### config.mk
export PLATFORM = sky130hd
export DESIGN_NAME = ofm_write_cu_c1
export DESIGN_NICKNAME = d
export VERILOG_FILES = /design/src/rtl/ofm_write_cu_c1.sv
export SDC_FILE = /design/constraint.sdc
export NUM_CORES = 1
export LEC_CHECK = 0
export ABC_CLOCK_PERIOD_IN_PS = 4910
export CORE_MARGIN = 2
export CORE_UTILIZATION = 51
export DETAILED_ROUTE_END_ITERATION = 8
export PLACE_DENSITY = 0.84
export SYNTH_ARGS = -nofsm -noshare
export SYNTH_HDL_FRONTEND = slang
export SYNTH_SLANG_ARGS = --single-unit
### constraint.sdc
create_clock -name clk -period 4.91 [get_ports clk]
set_input_delay 0.491 -clock clk [delete_from_list [all_inputs] [get_ports clk]]
set_output_delay 0.491 -clock clk [all_outputs]
set_load 0.05 [all_outputs]
### src/rtl/ofm_write_cu_c1.sv
// Producer-side control for the 2-bank ping-pong OFM buffer: write addressing, bank occupancy, consumer handshake.
// Optional sticky overflow flag enabled by defining OFM_OVERFLOW_FLAG_EN.
module ofm_write_cu_c1 #(
   parameter int OFM_SIZE         = 28,
   parameter int ADDRESS_SIZE_OFM = $clog2(OFM_SIZE**2)
) (
   input  logic                        clk,
   input  logic                        reset,
   input  logic                        i_valid_in,
   output logic                        o_stall_to_previous,
   output logic                        o_ofm_enable_write_next,
   output logic [ADDRESS_SIZE_OFM-1:0] o_ofm_address_write_next,
   output logic                        o_ofm_sel_write,
   output logic                        o_start_to_next,
   input  logic                        i_end_from_next,
   output logic                        o_ifm_sel_next,
   output logic                        o_overflow_flag
);

   localparam logic [ADDRESS_SIZE_OFM-1:0] LAST_ADDR = ADDRESS_SIZE_OFM'(OFM_SIZE*OFM_SIZE - 1);

   typedef enum logic [1:0] {S_WAIT, S_ACK, S_BUSY} state_t;

   state_t                      r_state;
   logic [1:0]                  r_cnt;
   logic [ADDRESS_SIZE_OFM-1:0] r_addr;
   logic                        r_sel_write;
   logic                        r_sel_next;
   logic                        r_start;

   logic       w_stall;
   logic       w_wen;
   logic       w_frame_done;
   logic       w_release;
   logic [1:0] w_cnt_nxt;

   assign w_stall      = (r_cnt == 2'd2);
   assign w_wen        = i_valid_in & ~w_stall;
   assign w_frame_done = w_wen & (r_addr == LAST_ADDR);
   assign w_release    = (r_state == S_BUSY) & i_end_from_next;

   // A fill and a release in the same cycle cancel out.
   always_comb begin
      w_cnt_nxt = r_cnt;
      if (w_frame_done && !w_release)
         w_cnt_nxt = r_cnt + 2'd1;
      else if (!w_frame_done && w_release)
         w_cnt_nxt = r_cnt - 2'd1;
   end

   always_ff @(posedge clk) begin
      if (reset) begin
         r_state     <= S_WAIT;
         r_cnt       <= 2'd0;
         r_addr      <= '0;
         r_sel_write <= 1'b0;
         r_sel_next  <= 1'b0;
         r_start     <= 1'b0;
      end else begin
         r_cnt   <= w_cnt_nxt;
         r_start <= 1'b0;
         if (w_wen) begin
            if (w_frame_done) begin
               r_addr      <= '0;
               r_sel_write <= ~r_sel_write;
            end else begin
               r_addr <= r_addr + 1'b1;
            end
         end
         // Offer uses the next count so a just-filled bank is offered one cycle after its last write.
         case (r_state)
            S_WAIT: begin
               if (i_end_from_next && (w_cnt_nxt != 2'd0)) begin
                  r_start <= 1'b1;
                  r_state <= S_ACK;
               end
            end
            S_ACK: begin
               if (!i_end_from_next)
                  r_state <= S_BUSY;
            end
            S_BUSY: begin
               if (i_end_from_next) begin
                  r_sel_next <= ~r_sel_next;
                  r_state    <= S_WAIT;
               end
            end
            default: r_state <= S_WAIT;
         endcase
      end
   end

`ifdef OFM_OVERFLOW_FLAG_EN
   logic r_overflow;

   always_ff @(posedge clk) begin
      if (reset)
         r_overflow <= 1'b0;
      else if (i_valid_in && w_stall)
         r_overflow <= 1'b1;
   end

   assign o_overflow_flag = r_overflow;
`else
   assign o_overflow_flag = 1'b0;
`endif

   assign o_stall_to_previous      = w_stall;
   assign o_ofm_enable_write_next  = w_wen;
   assign o_ofm_address_write_next = r_addr;
   assign o_ofm_sel_write          = r_sel_write;
   assign o_start_to_next          = r_start;
   assign o_ifm_sel_next           = r_sel_next;

endmodule

* After elaboration in Yosys (flattened, before gate mapping)
Cells that the tools add are included.
Operators by class: equality and inequality tests 7, add/subtract/negate cells 3, mux-type cells 8, bitwise operators 7, reduce and logical (&&, ||, !) cells 11
Operator list (number):
- 10-bit by 1-bit adder with 10-bit output, second input constant | 1
- 10-bit equality test, second input constant | 1
- 10-bit two-way mux | 1
- 2-bit two-way mux | 5
- 2-bit inequality test, second input constant | 3
- 2-bit one-hot mux with 3 select lines | 1
- 2-bit equality test, second input constant | 2
- 1-bit NOT | 4
- 2-bit AND reduction | 2
- 1-bit AND | 3
- 1-bit logical AND | 3
- 3-bit AND reduction | 1
- 2-bit by 1-bit adder with 2-bit output, second input constant | 1
- 2-bit by 1-bit equality test with 1-bit output, second input constant | 1
- 1-bit logical NOT | 2
- 2-bit logical NOT | 1
- 2-bit nonzero test | 1
- 2-bit OR reduction | 1
- 2-bit by 1-bit subtractor with 2-bit output, second input constant | 1
- 1-bit two-way mux | 1
Storage, ports and cells: bits of input ports 4, register bits 17, output and inout port bits 16, word-level logic and storage cells 42

* Longest topological paths before layout
Gate-level depths: netlist of the first run.
depth after elaboration 12, gate-level depth with buffers 7

* Least setup slack after synthesis of the first run
OpenSTA, ideal clock, no wires.
kind register -> register, from register r_cnt[0], to register r_cnt[0], path slack 2.488 ns, setup time 0.121 ns, clock period less this slack 2.422 ns, arrival 2.302 ns, stages on the path, launching flop included 7, cells stage by stage dfxtp_1 > inv_1 > ha_1 > nand3b_1 > nor4_4 > xor2_1 > mux2_2
On the way: cells in the longest elaborated chain, start to end 8, elaborated cells between the ends (all ways) 11, those cells by class 2 x add/sub; 1 x eq/ne; 2 x mux; 3 x bitwise; 3 x reduce/logical
Ends and longest elaborated chain:
- from (decl) | line 25 | logic [1:0] r_cnt;
- from (signal assigned) | line 60 | r_cnt <= w_cnt_nxt;
- 2-bit equality test * | line 37 | assign w_stall = (r_cnt == 2'd2);
- named net o_stall_to_previous | line 10 | output logic o_stall_to_previous,
- 1-bit NOT * | line 38 | assign w_wen = i_valid_in & ~w_stall;
- 1-bit AND * | line 38
- 1-bit AND * | line 39 | assign w_frame_done = w_wen & (r_addr == LAST_ADDR);
- 1-bit logical NOT | line 47 | else if (!w_frame_done && w_release)
- 1-bit logical AND | line 47
- 2-bit two-way mux | line 47
- 2-bit two-way mux * | line 45 | if (w_frame_done && !w_release)
Mark *: on every way through the listed nets, which the timed path passes. The rest lies on a longest branch. A chain may end at the register's enable or synchronous reset.

* Final worst setup path of the first run
from register r_cnt[0], to output port o_ofm_enable_write_next
On the way: cells in the longest elaborated chain, start to end 3
Ends and longest elaborated chain:
- 2-bit equality test | line 37
- 1-bit NOT | line 38
- 1-bit AND | line 38
- to (decl) | line 11 | output logic o_ofm_enable_write_next,
No other way between the ends.

==> flow_metrics.env, run 1 <==
export IMPL_routed_wl_um=1570
export IMPL_yosys_area_share_simple_pct=27.6
export IMPL_cts_sinks=17
export IMPL_wl_per_cell_um=12.2
export IMPL_cts_inserted_buffers=3
export IMPL_track_usage_pct=18.0
export IMPL_muxShareOfSynthArea_pct=3.71
export IMPL_cp_start_kind="flop"
export IMPL_post_cts_repair_setup_buffers=0
export IMPL_start_util_pct=55.3
export IMPL_reg2reg_from="r_cnt[0]$_SDFF_PP0_"
export IMPL_area_growth_pct=24.6
export IMPL_cts_root_buffer="clkbuf_4"
export IMPL_p_total_uw=326
export IMPL_rr_worst_depth=6
export IMPL_holdCritStartpoint="r_state[1]$_SDFFE_PP0P_"
export IMPL_dp_hpwl_um=1220
export IMPL_cts_hold_buf=0
export IMPL_synth_distinct_cells=33
export IMPL_power_density_nw_per_um2=310
export IMPL_grt_remaining_overflow=0
export IMPL_cpPeakStageDelay_ps=800
export IMPL_critPathMostFrequentCell="inv_1"
export IMPL_syn_avg_cell_area_sq_um=8.97
export IMPL_synth_top_family_by_area="simple AND/OR/NAND/NOR gates"
export IMPL_hold_violations=0
export IMPL_gp_congestion=0.747
export IMPL_drt_first_iter_violations=16
export IMPL_die_y_um=44.7
export IMPL_max_clock_freq_mhz=385
export IMPL_drt_pass1_iterations=4
export IMPL_synth_fp_nets=100
export IMPL_critical_path_top_delay_family="buffers and inverters"
export IMPL_dpl_cell_area_sq_um=1020
export IMPL_synth_area_sq_um=843
export IMPL_status="finished, final reports clean"
export IMPL_clock_path_buffers=2
export IMPL_drv_slew=0
export IMPL_arrival_ps=2110
export IMPL_drc=0
export IMPL_final_nets=120
export IMPL_timing_final_crit_share_pct=52.9
export IMPL_ff2ff_setup_slack_ps=2530
export IMPL_tightest_slew_ps=610
export IMPL_vias_per_cell=5.47
export IMPL_r2r_end="r_cnt[0]$_SDFF_PP0_"
export IMPL_cts_tree="yes"
export IMPL_core_area_sq_um=1520
export IMPL_ys_top_cells_by_area="dfxtp_1 40%, xor2_1 6.2%, nor2_1 5.8%"
export IMPL_synth_yosys_warnings=0
export IMPL_path_class="reg2out"
export IMPL_slew_headroom_pct=59.0
export IMPL_cp_required_ps=4420
export IMPL_antennaDiodeCount=0
export IMPL_ys_seq_area_share_pct=40.4
export IMPL_clock_skew_ps=4.21
export IMPL_io_pins=20
export IMPL_yosysTopAreaCellShare_pct=40.4
export IMPL_fin_ws_ps=2310
export IMPL_stdcell_area_sq_um=1050
export IMPL_leakage_nw=0.366
export IMPL_floorplan_die_area_sq_um=1990
export IMPL_tns_ps=0
export IMPL_cp_num_buf_inv=3
export IMPL_cts_repair_resize_count=0
export IMPL_preCtsSetupSlack_ps=2330
export IMPL_grt_pass1_vias=629
export IMPL_cap_viol_max_count=0
export IMPL_rows=14
export IMPL_min_path_cells=1
export IMPL_grt_pass1_wl_um=2640
export IMPL_yosys_area_top_type="dfxtp_1"
export IMPL_path_depth=5
export IMPL_period_minus_slack_ps=2600
export IMPL_synth_cells=94
export IMPL_hp_class="reg2reg"
export IMPL_die_width_um=44.7
export IMPL_cp_cell_sequence="inv_1 -> ha_1 -> nand2b_1 -> inv_1 -> clkdlybuf4s50_1"
export IMPL_rsz0062_at_grt="false"
export IMPL_worst_ir_drop_vdd_mv=0.213
export IMPL_whs_endpoint="r_state[0]$_SDFFE_PP0P_"
export IMPL_drive_above_1_share_pct=8.85
export IMPL_setup_viol=0
export IMPL_antenna_found_initial=0
export IMPL_synth_xor_area_share_pct=11.4
export IMPL_critPathMaxFanout=5
export IMPL_io_buffer_count=18
export IMPL_ant_nets=0
export IMPL_critPathSlowestCell="clkdlybuf4s50_1"
export IMPL_clk_pin_slew_ps=100
export IMPL_synthAdderAreaFrac_pct=4.15
export IMPL_vias=706
export IMPL_cts_htree_levels=1
export IMPL_grt_max_degree=13
export IMPL_clk_latency_ps=290
export IMPL_synth_compound_area_share_pct=7.86
export IMPL_synth_seq_cells=17
export IMPL_critPathCaptureType="output pin"
## Yosys cell counts (all sizes together)
cell type,number
mux2,1
ha,2
and3,1
a311oi,1
nor3,3
buf,1
a21oi,3
or2,1
xor2,6
nor4,1
inv,5
or3,3
or4,2
and4b,1
nand4,3
nand3,3
conb,1
nand3b,2
maj3,1
a2111oi,1
xnor2,5
o21ai,2
nor2,13
clkbuf,2
nand2,8
a2bb2oi,1
dfxtp,17
a221oi,1
mux2i,2
nand2b,1
## per-stage QoR
| stage | utilization, % | hold WS, ps | instances |
|---|---|---|---|
| 2_1_floorplan | - | 473 | 94 |
| 3_3_place_gp | 67.2 | 488 | 125 |
| 3_5_place_dp | 67.2 | 496 | 125 |
| 4_1_cts | 69.0 | 506 | 129 |
| 5_1_grt | 69.0 | 528 | 129 |
| 6_report | 69.0 | 509 | 129 |
## placed cells by master, fill, tap and decap left out, types with 2 or more instances in the layout
cell type and instances:
clkdlybuf4s50_1 18, dfxtp_1 17, nor2_1 13, nand2_1 8, xor2_1 6, inv_1 5
xnor2_1 5, nand4_1 3, nor3_1 3, a21oi_1 3, nand3_1 3, clkbuf_4 3
nand3b_1 2, mux2i_1 2, o21ai_0 2, or3_1 2, ha_1 2
## area by class of cell
type | count | area (sq um)
Clock buffer | 4 | 26.3
Fill cell | 112 | 473
Inverter | 5 | 18.8
Multi-Input combinational cell | 69 | 465
Sequential cell | 17 | 340
Tap cell | 16 | 20.0
Timing Repair Buffer | 18 | 180
## layer usage
metal	up-vias	global-route usage [%]	part of all wire (%)
li1	364	-	-
met1	326	21.7	45
met2	12	30.7	51
met3	4	2.86	2.7
met4	0	8.48	0.96
met5	-	0	0
## worst register-to-register path: stages, from the launching register on
cell and delay (ps):
dfxtp_1 390, inv_1 110, ha_1 240, nand3b_1 290, nor4_4 650, xor2_1 250, mux2_2 350
## worst max-delay path by stage
stage,slack (ps),to,startpoint
6_report,2310,o_ofm_enable_write_next,r_cnt[0]$_SDFF_PP0_
5_1_grt,2210,o_ofm_enable_write_next,r_cnt[0]$_SDFF_PP0_
4_1_cts,2320,o_ofm_enable_write_next,r_cnt[0]$_SDFF_PP0_
3_5_place_dp,2330,r_cnt[0]$_SDFF_PP0_,i_valid_in
3_3_place_gp,2370,r_cnt[0]$_SDFF_PP0_,i_valid_in
2_1_floorplan,2490,r_cnt[0]$_SDFF_PP0_,r_cnt[0]$_SDFF_PP0_
## registers in the layout (all words and copies together), names as in the netlist
name,flops
o_ofm_address_write_next,10
o_start_to_next,1
r_cnt,2
o_ifm_sel_next,1
r_state,2
o_ofm_sel_write,1
## cell families (layout without fill, tap and decap cells)
group | count (synthesis) | in the layout
AO/OA/AOI/OAI | 9 | 9
XOR/XNOR | 11 | 11
adder cells (fa/ha/maj) | 3 | 3
buffers and inverters | 8 | 27
flip-flops | 17 | 17
multiplexers | 3 | 3
other | 1 | 1
AND/OR/NAND/NOR | 42 | 42
## report_power, final
| part | leakage (nW) | switching [mW] | total [mW] | internal, mW |
|---|---|---|---|---|
| Combinational | 0.214 | 0.0595 | 0.0968 | 0.0373 |
| Clock | 0.0150 | 0.0446 | 0.0761 | 0.0315 |
| Sequential | 0.137 | 0.00690 | 0.153 | 0.146 |
| Total | 0.366 | 0.111 | 0.326 | 0.215 |
No activity file was read; power rests on OpenSTA's default activity.
==> run 2: changes to the inputs <==
- ABC_CLOCK_PERIOD_IN_PS: 4910 -> 2500
- CORE_UTILIZATION: 51 -> 47
- PLACE_DENSITY: 0.84 -> 0.78
- clock period: 4.91 -> 2.5 ns (I/O delays scaled with it)
==> flow_metrics.env, run 2 (synthesis gave the netlist of run 1 again) <==
export IMPL_status="finished, final reports clean"
export IMPL_final_nets=121
export IMPL_antenna_found_initial=0
export IMPL_arrival_ps=2130
export IMPL_routed_wl_um=1640
export IMPL_hold_violations=0
export IMPL_largest_register_ffs=10
export IMPL_drc=0
export IMPL_worst_ir_drop_vdd_mv=0.425
export IMPL_cts_htree_levels=1
export IMPL_timing_final_crit_share_pct=95.0
export IMPL_post_cts_repair_setup_buffers=0
export IMPL_wl_per_cell_um=11.8
export IMPL_fin_ws_ps=125
export IMPL_grt_max_degree=13
export IMPL_drt_first_iter_violations=10
export IMPL_clk_pin_slew_ps=100
export IMPL_cts_tree="yes"
export IMPL_gp_congestion=0.771
export IMPL_grt_remaining_overflow=0
export IMPL_p_total_uw=642
export IMPL_critPathMaxFanout=5
export IMPL_cts_hold_buf=0
export IMPL_tns_ps=0
export IMPL_cp_start_kind="flop"
export IMPL_io_pins=20
export IMPL_drive_above_1_share_pct=9.65
export IMPL_leakage_nw=0.372
export IMPL_max_clock_freq_mhz=421
export IMPL_antennaDiodeCount=0
export IMPL_preCtsSetupSlack_ps=307
export IMPL_power_density_nw_per_um2=600
export IMPL_slew_headroom_pct=66.7
export IMPL_min_path_cells=1
export IMPL_track_usage_pct=18.2
export IMPL_vias=720
export IMPL_cp_required_ps=2250
export IMPL_area_growth_pct=26.9
export IMPL_grt_pass1_vias=620
export IMPL_rr_worst_depth=6
export IMPL_clock_path_buffers=2
export IMPL_hp_class="reg2reg"
export IMPL_ant_nets=0
export IMPL_cts_repair_resize_count=0
export IMPL_period_minus_slack_ps=2380
export IMPL_core_area_sq_um=1710
export IMPL_grt_pass1_wl_um=2630
export IMPL_vias_per_cell=5.18
export IMPL_tightest_slew_ps=497
export IMPL_io_buffer_count=18
export IMPL_drv_slew=0
export IMPL_cts_root_buffer="clkbuf_4"
export IMPL_rsz0062_at_grt="false"
export IMPL_rows=15
export IMPL_cap_viol_max_count=0
export IMPL_floorplan_die_area_sq_um=2150
export IMPL_cts_sinks=17
export IMPL_drt_pass1_iterations=4
export IMPL_clk_latency_ps=290
export IMPL_die_width_um=46.4
export IMPL_die_y_um=46.4
export IMPL_final_common_cell="clkdlybuf4s50_1"
export IMPL_dp_hpwl_um=1200
export IMPL_start_util_pct=49.4
export IMPL_clock_skew_ps=4.16
export IMPL_final_cell_mix="18 x clkdlybuf4s50_1, 17 x dfxtp_1, 13 x nor2_1"
export IMPL_critPathCaptureType="output pin"
export IMPL_path_class="reg2out"
export IMPL_cts_inserted_buffers=3
export IMPL_setup_viol=0
-- run 2: cell count changes in the layout (fill, tap and decap cells not counted) --
cell / delta
buf_4: +1
-- run 2: final cells by class --
type | instances | area, sq um
fillers | 161 | 638
well taps | 25 | 31.3
flip-flops and latches | 17 | 340
clock buffers | 4 | 26.3
multi-input cells | 69 | 465
inverters | 5 | 18.8
repair buffers | 19 | 188
-- run 2: worst max-delay path, stage by stage, from the launching register on --
cell and delay (ps):
dfxtp_1 390, inv_1 110, ha_1 250, nand2b_1 190, inv_1 80, clkdlybuf4s50_1 800
-- run 2: metal layers --
layer  up-vias  wire, um  GRT usage, %
met3         6        52          5.10
met4         0        51          14.9
met5         -         0             0
li1        364         -             -
met1       336       740          19.9
met2        14       797          28.9
-- run 2: where the power goes --
part	switching, mW	internal, mW
combinational	0.120	0.0735
clock	0.0844	0.0620
sequential	0.0157	0.287
total	0.220	0.423
-- run 2: through the flow --
step	instance area (sq um)	utilization [%]	instances	hold WS [ps]
finish	1070	62.6	139	513
global route	1070	62.6	139	532
CTS	1070	62.6	139	516
detailed placement	1040	61.1	135	500
global placement	1040	61.1	135	487
floorplan	843	-	94	327
-- run 2: path summary, 6_finish.rpt --
path / start / to / slack, ps
setup / recovery: r_cnt[0]$_SDFF_PP0_ / o_ofm_enable_write_next / 120
setup reg to reg: r_cnt[0]$_SDFF_PP0_ / r_cnt[0]$_SDFF_PP0_ / 240
hold reg to reg: r_state[1]$_SDFFE_PP0P_ / r_state[0]$_SDFFE_PP0P_ / 510
hold / removal: r_state[1]$_SDFFE_PP0P_ / r_state[0]$_SDFFE_PP0P_ / 510
